===== config.mk =====
export PLATFORM = sky130hd
export DESIGN_NAME = motor_pwm_flat
export DESIGN_NICKNAME = d
export VERILOG_FILES = /design/src/rtl/motor_pwm_if.sv /design/src/rtl/motor_pwm.sv /design/src/flat_wrapper.sv
export SDC_FILE = /design/constraint.sdc
export NUM_CORES = 1
export LEC_CHECK = 0
export ABC_AREA = 1
export BUFFER_PORTS_ARGS = -buffer_cell sky130_fd_sc_hd__buf_2
export CAP_MARGIN = 20
export CORE_MARGIN = 8
export CORE_UTILIZATION = 45
export CTS_CLUSTER_SIZE = 24
export DETAILED_ROUTE_END_ITERATION = 10
export GPL_ROUTABILITY_DRIVEN = 0
export PLACE_DENSITY = 0.74
export RECOVER_POWER = 50
export SLEW_MARGIN = 20
export SYNTH_ARGS = -nofsm -noshare
export SYNTH_HDL_FRONTEND = slang
export SYNTH_SLANG_ARGS = --single-unit

===== constraint.sdc =====
create_clock -name clk -period 4.8 [get_ports clk]
set_input_delay 1.44 -clock clk [delete_from_list [all_inputs] [get_ports clk]]
set_output_delay 1.44 -clock clk [all_outputs]
set_load 0.05 [all_outputs]

===== src/rtl/motor_pwm_if.sv =====
// Bundle of motor_pwm command inputs and PWM/status outputs.
// The master drives speed/dir/en; the slave (motor_pwm) returns the wheel waveforms.
interface motor_pwm_if;
  logic       en;
  logic [3:0] speed;
  logic [3:0] dir;
  logic       pwm_l;
  logic       pwm_r;
  logic [3:0] duty_l;
  logic [3:0] duty_r;
  logic       period_start;
  logic       active;

  modport master (
    output en, speed, dir,
    input  pwm_l, pwm_r, duty_l, duty_r, period_start, active
  );

  modport slave (
    input  en, speed, dir,
    output pwm_l, pwm_r, duty_l, duty_r, period_start, active
  );
endinterface


===== src/rtl/motor_pwm.sv =====
// Differential-drive PWM generator: turns speed/direction codes into left/right
// duties and emits two registered PWM waveforms that relatch only at period wrap.
module motor_pwm #(
  parameter int PRESCALE   = 4,
  parameter int CENTER_DIR = 8
) (
  input  logic       clk,
  input  logic       rst,
  motor_pwm_if.slave bus
);

  typedef enum logic {
    IDLE = 1'b0,
    RUN  = 1'b1
  } state_e;

  localparam int               PRE_W    = (PRESCALE > 1) ? $clog2(PRESCALE) : 1;
  localparam logic [PRE_W-1:0] PRE_LAST = PRE_W'(PRESCALE - 1);
  localparam logic [3:0]       CNT_LAST = 4'd14;
  localparam logic [4:0]       CENTER_5 = 5'(CENTER_DIR);

  state_e           state_q, state_d;
  logic [PRE_W-1:0] pre_q, pre_d;
  logic [3:0]       cnt_q, cnt_d;
  logic [3:0]       duty_l_q, duty_l_d;
  logic [3:0]       duty_r_q, duty_r_d;
  logic             period_start_q, period_start_d;
  logic             pwm_l_q, pwm_l_d;
  logic             pwm_r_q, pwm_r_d;

  // Steering: the wheel on the inside of the turn slows by |dir - CENTER_DIR|.
  logic [4:0] diff;
  logic [4:0] off_full;
  logic [3:0] off;
  logic [3:0] inner;
  logic [3:0] new_duty_l;
  logic [3:0] new_duty_r;

  // NOTE: every always_comb output gets a default first so no path can infer a latch.
  always_comb begin
    diff       = {1'b0, bus.dir} - CENTER_5;
    off_full   = diff[4] ? (5'd0 - diff) : diff;
    off        = off_full[3:0];
    inner      = (bus.speed > off) ? (bus.speed - off) : 4'd0;
    new_duty_l = bus.speed;
    new_duty_r = bus.speed;
    if (diff[4]) begin
      new_duty_l = inner;
    end else if (diff != 5'd0) begin
      new_duty_r = inner;
    end
  end

  always_comb begin
    state_d        = state_q;
    pre_d          = pre_q;
    cnt_d          = cnt_q;
    duty_l_d       = duty_l_q;
    duty_r_d       = duty_r_q;
    period_start_d = 1'b0;

    case (state_q)
      IDLE: begin
        if (bus.en) begin
          state_d        = RUN;
          pre_d          = '0;
          cnt_d          = '0;
          duty_l_d       = new_duty_l;
          duty_r_d       = new_duty_r;
          period_start_d = 1'b1;
        end
      end
      RUN: begin
        if (!bus.en) begin
          // Disable wins over a simultaneous wrap: no relatch, no period_start.
          state_d  = IDLE;
          pre_d    = '0;
          cnt_d    = '0;
          duty_l_d = '0;
          duty_r_d = '0;
        end else if (pre_q == PRE_LAST) begin
          pre_d = '0;
          if (cnt_q == CNT_LAST) begin
            cnt_d          = '0;
            duty_l_d       = new_duty_l;
            duty_r_d       = new_duty_r;
            period_start_d = 1'b1;
          end else begin
            cnt_d = cnt_q + 4'd1;
          end
        end else begin
          pre_d = pre_q + PRE_W'(1);
        end
      end
      default: state_d = IDLE;
    endcase

    // PWM is decoded from next-state values and registered, so the pins never glitch.
    pwm_l_d = (state_d == RUN) && (cnt_d < duty_l_d);
    pwm_r_d = (state_d == RUN) && (cnt_d < duty_r_d);
  end

  // NOTE: sequential state uses non-blocking assignments so every flop samples pre-edge values.
  always_ff @(posedge clk or posedge rst) begin
    if (rst) begin
      state_q        <= IDLE;
      pre_q          <= '0;
      cnt_q          <= '0;
      duty_l_q       <= '0;
      duty_r_q       <= '0;
      period_start_q <= 1'b0;
      pwm_l_q        <= 1'b0;
      pwm_r_q        <= 1'b0;
    end else begin
      state_q        <= state_d;
      pre_q          <= pre_d;
      cnt_q          <= cnt_d;
      duty_l_q       <= duty_l_d;
      duty_r_q       <= duty_r_d;
      period_start_q <= period_start_d;
      pwm_l_q        <= pwm_l_d;
      pwm_r_q        <= pwm_r_d;
    end
  end

  assign bus.pwm_l        = pwm_l_q;
  assign bus.pwm_r        = pwm_r_q;
  assign bus.duty_l       = duty_l_q;
  assign bus.duty_r       = duty_r_q;
  assign bus.period_start = period_start_q;
  assign bus.active       = (state_q == RUN);

endmodule


===== src/flat_wrapper.sv =====
// flat-port wrapper written by rule: the top's interface ports become plain ports
module motor_pwm_flat 
#(
  parameter int PRESCALE   = 4,
  parameter int CENTER_DIR = 8
)
  (clk, rst, bus_en, bus_speed, bus_dir, bus_pwm_l, bus_pwm_r, bus_duty_l, bus_duty_r, bus_period_start, bus_active);
  motor_pwm_if bus_i ();
  input  logic clk;
  input  logic rst;
  input wire logic [$bits(bus_i.en)-1:0] bus_en;
  input wire logic [$bits(bus_i.speed)-1:0] bus_speed;
  input wire logic [$bits(bus_i.dir)-1:0] bus_dir;
  output wire logic [$bits(bus_i.pwm_l)-1:0] bus_pwm_l;
  output wire logic [$bits(bus_i.pwm_r)-1:0] bus_pwm_r;
  output wire logic [$bits(bus_i.duty_l)-1:0] bus_duty_l;
  output wire logic [$bits(bus_i.duty_r)-1:0] bus_duty_r;
  output wire logic [$bits(bus_i.period_start)-1:0] bus_period_start;
  output wire logic [$bits(bus_i.active)-1:0] bus_active;
  assign bus_i.en = bus_en;
  assign bus_i.speed = bus_speed;
  assign bus_i.dir = bus_dir;
  assign bus_pwm_l = bus_i.pwm_l;
  assign bus_pwm_r = bus_i.pwm_r;
  assign bus_duty_l = bus_i.duty_l;
  assign bus_duty_r = bus_i.duty_r;
  assign bus_period_start = bus_i.period_start;
  assign bus_active = bus_i.active;
  motor_pwm #(.PRESCALE(PRESCALE), .CENTER_DIR(CENTER_DIR)) u_core (.clk(clk), .rst(rst), .bus(bus_i));
endmodule

* Yosys cells after proc, flatten, opt, wreduce, memory -nomap -nowiden
Cells that the tools add are included.
Storage, ports and cells: bits in registers 18, output and inout bits 12, memories 0, latch bits 0, memory bits (writable) 0, ROM bits 0
Cells by class: add/sub/neg operators 5, shifts and indexed selects 0, equal/unequal tests 3, multipliers 0, reduce and logical (&&, ||, !) cells 3, magnitude comparators 3, bitwise operators 1, multiplexer cells 29, div/mod/pow operators 0
Operators by type and width (number):
- 4-bit 2-to-1 mux | 17
- 4-bit one-hot mux with 2 select lines | 3
- 4-bit less-than comparator | 2
- 2-bit 2-to-1 mux | 3
- 5-bit nonzero test | 1
- 4-bit by 4-bit subtractor with 5-bit output, second input constant | 1
- 4-bit by 1-bit adder with 4-bit output, second input constant | 1
- 4-bit equality test, second input constant | 1
- 4-bit > comparator | 1
- 1-bit 2-to-1 mux | 4
- 2-bit one-hot mux with 2 select lines | 1
- 1-bit by 4-bit subtractor with 4-bit output, first input constant | 1
- 4-bit subtractor | 1
- 2-bit by 1-bit adder with 2-bit output, second input constant | 1
- 2-bit equality test, second input constant | 1
- 1-bit logical AND | 2
- 2-bit inequality test, second input constant | 1
- 1-bit one-hot mux with 2 select lines | 1
- 1-bit inverter | 1

* Longest topological paths before layout
word-level depth 13, depth in mapped cells 19, depth with buffers taken out 19

* Least setup slack after synthesis
No wires, ideal clock.
path type input to register, from in bus_dir[0], to reg u_core.pwm_l_q, in the netlist u_core.bus.pwm_l, cell stages on the path 15, slack 1.220 ns, arrival 3.507 ns, path buffers 0, required time 4.727 ns, path through inv_1 -> ha_1 -> inv_1 -> o21ai_0 -> inv_1 -> ha_1 -> nand2_1 -> o21a_1 -> o21ai_0 -> nand2_1 -> a22oi_1 -> ha_1 -> nand2_1 -> nand3b_1 -> a21oi_2
On the way: longest elaborated chain between the ends 12
Ends and longest elaborated chain:
- from (decl) | line flat_wrapper.sv:13 | input wire logic [$bits(bus_i.dir)-1:0] bus_dir;
- 4-bit by 4-bit subtractor with 5-bit output (*) | line motor_pwm.sv:41 | diff = {1'b0, bus.dir} - CENTER_5;
- 1-bit by 4-bit subtractor with 4-bit output | line motor_pwm.sv:42 | off_full = diff[4] ? (5'd0 - diff) : diff;
- 4-bit 2-to-1 mux | line motor_pwm.sv:42
- 4-bit subtractor or 4-bit > comparator (tied branches) | line motor_pwm.sv:44 | inner = (bus.speed > off) ? (bus.speed - off) : 4'd0;
- 4-bit 2-to-1 mux | line motor_pwm.sv:44
- 4-bit 2-to-1 mux (*) | line motor_pwm.sv:47 | if (diff[4]) begin
- 4-bit 2-to-1 mux | line motor_pwm.sv:83 | if (cnt_q == CNT_LAST) begin
- 4-bit 2-to-1 mux | line motor_pwm.sv:81 | end else if (pre_q == PRE_LAST) begin
- 4-bit 2-to-1 mux | line motor_pwm.sv:74 | if (!bus.en) begin
- 4-bit one-hot mux with 2 select lines (*) | line motor_pwm.sv:62 | case (state_q)
- 4-bit less-than comparator (*) | line motor_pwm.sv:99 | pwm_l_d = (state_d == RUN) && (cnt_d < duty_l_d);
- 1-bit logical AND (*) | line motor_pwm.sv:99
- net u_core.pwm_l_d | line motor_pwm.sv:28 | logic pwm_l_q, pwm_l_d;
- to (signal assigned) | line motor_pwm.sv:121 | pwm_l_q <= pwm_l_d;
- to (decl) | line motor_pwm.sv:28
Mark *: on every way through the listed nets, which the timed path passes. The rest lies on a longest branch. A chain may end at the register's enable or synchronous reset.

* Final worst setup path
Same ends and word-level chain as after synthesis.

==> impl_metrics.tcl <==
set metrics [dict create \
    status "completed" \
    design.final.nets 218 \
    synth_seq_area_share 0.354 \
    clock_tree.buffer_depth 2 \
    critical_path_required_ns 5.03 \
    achievable_clock_frequency_mhz 278 \
    cap_viol_max_count 0 \
    detail_route.first_pass.iterations 4 \
    post_route_cells_drive_above_1_share 0.197 \
    clk_latency_ns 0.29 \
    placement.io_buffers 22 \
    clock_tree_from_tritoncts "built" \
    postLayoutSetupSlackWorst_ns 1.21 \
    switching_power_w 0.000145 \
    cts-buffers-inserted 3 \
    floorplan.io_pins 23 \
    grt_first_pass_wirelength_mm 4.57 \
    cts_post_setup_buffers_inserted 0 \
    clock_skew_ns 0.00131 \
    start_util 0.470 \
    synth.ff_latch_count 18 \
    synthDominantCellAreaShare 0.354 \
    crit-reg2reg-launch "u_core.pre_q[0]" \
    setup.reg_to_reg.worst_slack_ns 2.58 \
    placementRows 19 \
    timing.max_slew.rel_slack 0.540 \
    syn_nets 192 \
    postSynthCellCount 168 \
    pin_count_of_the_biggest_net_entering_global_routing 19 \
    r2r_cells 8 \
    power-per-cell-area_mw_per_mm2 272 \
    global_route.usage.total 0.111 \
    yosysWarningCount 0 \
    power_report.internal_total_w 0.000246 \
    clock_tree.htree_level_count 1 \
    static-leakage-power_nw 0.821 \
    setup_viol 0 \
    cp-startpoint "bus_dir[0]" \
    die-height_um 69.2 \
    antenna_cells 0 \
    routed_via_density 4.97 \
    detail_route.iter0.violations 59 \
    seqPwrFrac 0.432 \
    netSwitchingFraction 0.371 \
    cts.hold.buffers_added 0 \
    timing.critical_path.to "u_core.bus.pwm_l" \
    synth.area.top_cells "sky130_fd_sc_hd__dfrtp_1, sky130_fd_sc_hd__ha_1, sky130_fd_sc_hd__inv_1, sky130_fd_sc_hd__nand2_1, sky130_fd_sc_hd__o21ai_0" \
    crit_type "in2reg" \
    cts_repair_resize_count 0 \
    route.detailed.wl_per_inst_um 11.7 \
    syn_to_final_growth_pct 13.3 \
    fillerInstances 259 \
    fin_hold_ws_ns 0.516 \
    endpoint_kind "flop" \
    clkTransAtPathRegs_ns 0.10 \
    initial_antenna_violation_count 0 \
    final_max_slew_viol_count 0 \
    post_layout_nonfiller_instances 224 \
    clock_power_share 0.237 \
    grt_setup_unrepaired "false" \
    worst-endpoint-arrival_ns 3.82 \
    max_slew.worst_pin.slew_ns 0.682 \
    synth.lib_cells_used.distinct 25 \
    numPlacedInstances 220 \
    wl_mm 2.62 \
    synth.cell_area_mm2 0.00127 \
    p_comb_frac 0.331 \
    power.ir.vdd_worst_v 0.000207 \
    worst_setup_path_start_kind "primary input" \
    tns_ns 0 \
    netlist.top_cell.by_area "sky130_fd_sc_hd__dfrtp_1" \
    clock-sinks 18 \
    finalCritPeriodShare 0.748 \
    hold_fails_final_rpt 0 \
    post-route-min-period_ns 3.59 \
    fp.dieArea_mm2 0.00479 \
    number_of_global_route_vias_before_repair 1065 \
    syn_avg_cell_area_um2 7.57 \
    route.antenna.remaining_nets 0 \
    core_area_mm2 0.00271 \
    vias 1114 \
    post-place-ws_ns 0.917 \
    die_x_um 69.2 \
    clock_tree_root_buffer_cell "sky130_fd_sc_hd__clkbuf_4" \
    critPathMaxFanout 2 \
    hpwl_mm 2.13 \
    crit-reg2reg-capture "u_core.bus.pwm_l" \
    route.detailed.drc 0 \
    worst_min_delay_path_category "reg2reg" \
    grt_overflow_total 0 \
]
==> cell usage in the layout (no fill, tap or decap) <==
cell | netlist | routed
sky130_fd_sc_hd__inv_1 | 38 | 38
sky130_fd_sc_hd__nor2_1 | 5 | 5
sky130_fd_sc_hd__or2_0 | 0 | 1
sky130_fd_sc_hd__nor2_2 | 3 | 3
sky130_fd_sc_hd__clkbuf_4 | 0 | 3
sky130_fd_sc_hd__dfrtp_1 | 18 | 18
sky130_fd_sc_hd__nand2_2 | 4 | 4
sky130_fd_sc_hd__nand4_1 | 3 | 3
sky130_fd_sc_hd__a21oi_1 | 10 | 10
sky130_fd_sc_hd__o21ai_0 | 14 | 14
sky130_fd_sc_hd__fa_1 | 1 | 1
sky130_fd_sc_hd__and2_0 | 0 | 1
sky130_fd_sc_hd__inv_2 | 2 | 2
sky130_fd_sc_hd__xor2_1 | 1 | 1
sky130_fd_sc_hd__ha_1 | 12 | 12
sky130_fd_sc_hd__a22oi_1 | 2 | 2
sky130_fd_sc_hd__buf_2 | 0 | 21
sky130_fd_sc_hd__o41ai_1 | 1 | 1
sky130_fd_sc_hd__nand3_1 | 5 | 5
sky130_fd_sc_hd__clkbuf_1 | 0 | 1
sky130_fd_sc_hd__clkbuf_8 | 0 | 1
sky130_fd_sc_hd__a21oi_2 | 3 | 3
sky130_fd_sc_hd__nand2_1 | 34 | 35
sky130_fd_sc_hd__nand3_2 | 1 | 1
sky130_fd_sc_hd__o21ai_1 | 2 | 2
sky130_fd_sc_hd__o21a_1 | 2 | 2
sky130_fd_sc_hd__nand3b_1 | 3 | 3
==> per-layer routing <==
| layer | part of all wire | global-route usage | routed length, µm |
|---|---|---|---|
| met5 | 0 | 0 | 0 |
| met2 | 0.46 | 0.183 | 1210 |
| met4 | 0.012 | 0.0410 | 32 |
| met1 | 0.48 | 0.134 | 1260 |
| met3 | 0.044 | 0.0272 | 116 |
==> kinds of logic after synthesis <==
kind of cell	count (synthesis)	synth area share
adder cells (fa/ha/maj)	13	0.134
AO/OA/AOI/OAI	34	0.153
XOR/XNOR	1	0.00688
buffers and inverters	41	0.124
AND/OR/NAND/NOR	61	0.228
flip-flops	18	0.354
==> registers in the layout (all words and copies together), names as in the netlist <==
name,cells
u_core.bus.active,1
u_core.bus.pwm_l,1
u_core.cnt_q,4
u_core.bus.period_start,1
u_core.bus.duty_r,4
u_core.bus.duty_l,4
u_core.pre_q,2
u_core.bus.pwm_r,1
==> worst max-delay path, cell delays in order <==
cell and delay (ns):
sky130_fd_sc_hd__buf_2 0.09, sky130_fd_sc_hd__inv_1 0.05, sky130_fd_sc_hd__ha_1 0.27, sky130_fd_sc_hd__inv_1 0.03, sky130_fd_sc_hd__o21ai_0 0.27, sky130_fd_sc_hd__inv_1 0.08, sky130_fd_sc_hd__ha_1 0.30, sky130_fd_sc_hd__nand2_1 0.05
sky130_fd_sc_hd__o21a_1 0.17, sky130_fd_sc_hd__o21ai_0 0.20, sky130_fd_sc_hd__nand2_1 0.08, sky130_fd_sc_hd__a22oi_1 0.21, sky130_fd_sc_hd__ha_1 0.29, sky130_fd_sc_hd__nand2_1 0.09, sky130_fd_sc_hd__nand3b_1 0.09, sky130_fd_sc_hd__a21oi_2 0.11
==> Yosys cell counts, drive strengths merged <==
master,instances
nor2,8
nand2,39
nand3b,3
fa,1
o21a,2
ha,12
o21ai,16
or2,1
o41ai,1
inv,40
xor2,1
nand3,6
buf,1
nand4,3
and2,1
a21oi,13
dfrtp,18
a22oi,2
==> worst min-delay path by stage <==
| stage | to | cells after the start | slack (ns) | from |
|---|---|---|---|---|
| after floorplan | u_core.cnt_q[3] | 1 | 0.51 | u_core.cnt_q[3] |
| after global placement | u_core.bus.duty_l[0] | 2 | 0.50 | u_core.bus.duty_l[0] |
| after detailed placement | u_core.bus.duty_l[0] | 2 | 0.49 | u_core.bus.duty_l[0] |
| after CTS | u_core.bus.duty_l[0] | 2 | 0.52 | u_core.bus.duty_l[0] |
| after global routing | u_core.bus.duty_l[0] | 2 | 0.54 | u_core.bus.duty_l[0] |
| final | u_core.bus.duty_l[0] | 2 | 0.52 | u_core.bus.duty_l[0] |
==> through the flow <==
step                total power [W]  utilization  cell area [µm²]
global route               0.000418        0.532             1440
detailed placement         0.000303        0.522             1410
finish                     0.000392        0.532             1440
global placement           0.000303        0.522             1410
floorplan                  0.000272            -             1270
CTS                        0.000396        0.535             1450
==> final cells by class <==
class	count	area, µm²	share of cell area
clock buffers	4	36.3	0.0252
inverters	40	150	0.104
well taps	31	38.8	0.0269
flip-flops and latches	18	450	0.313
repair buffers	22	109	0.0755
multi-input cells	109	657	0.456
==> power groups by stage <==
stage | clock, W | sequential, W | combinational, W
4_1_cts | 0.0000951 | 0.000170 | 0.000132
5_1_grt | 0.000103 | 0.000171 | 0.000144
3_3_place_gp | 0 | 0.000172 | 0.000130
6_report | 0.0000929 | 0.000169 | 0.000129
2_1_floorplan | 0 | 0.000210 | 0.0000623
3_5_place_dp | 0 | 0.000172 | 0.000131
Power figures use the tool's default switching activity.
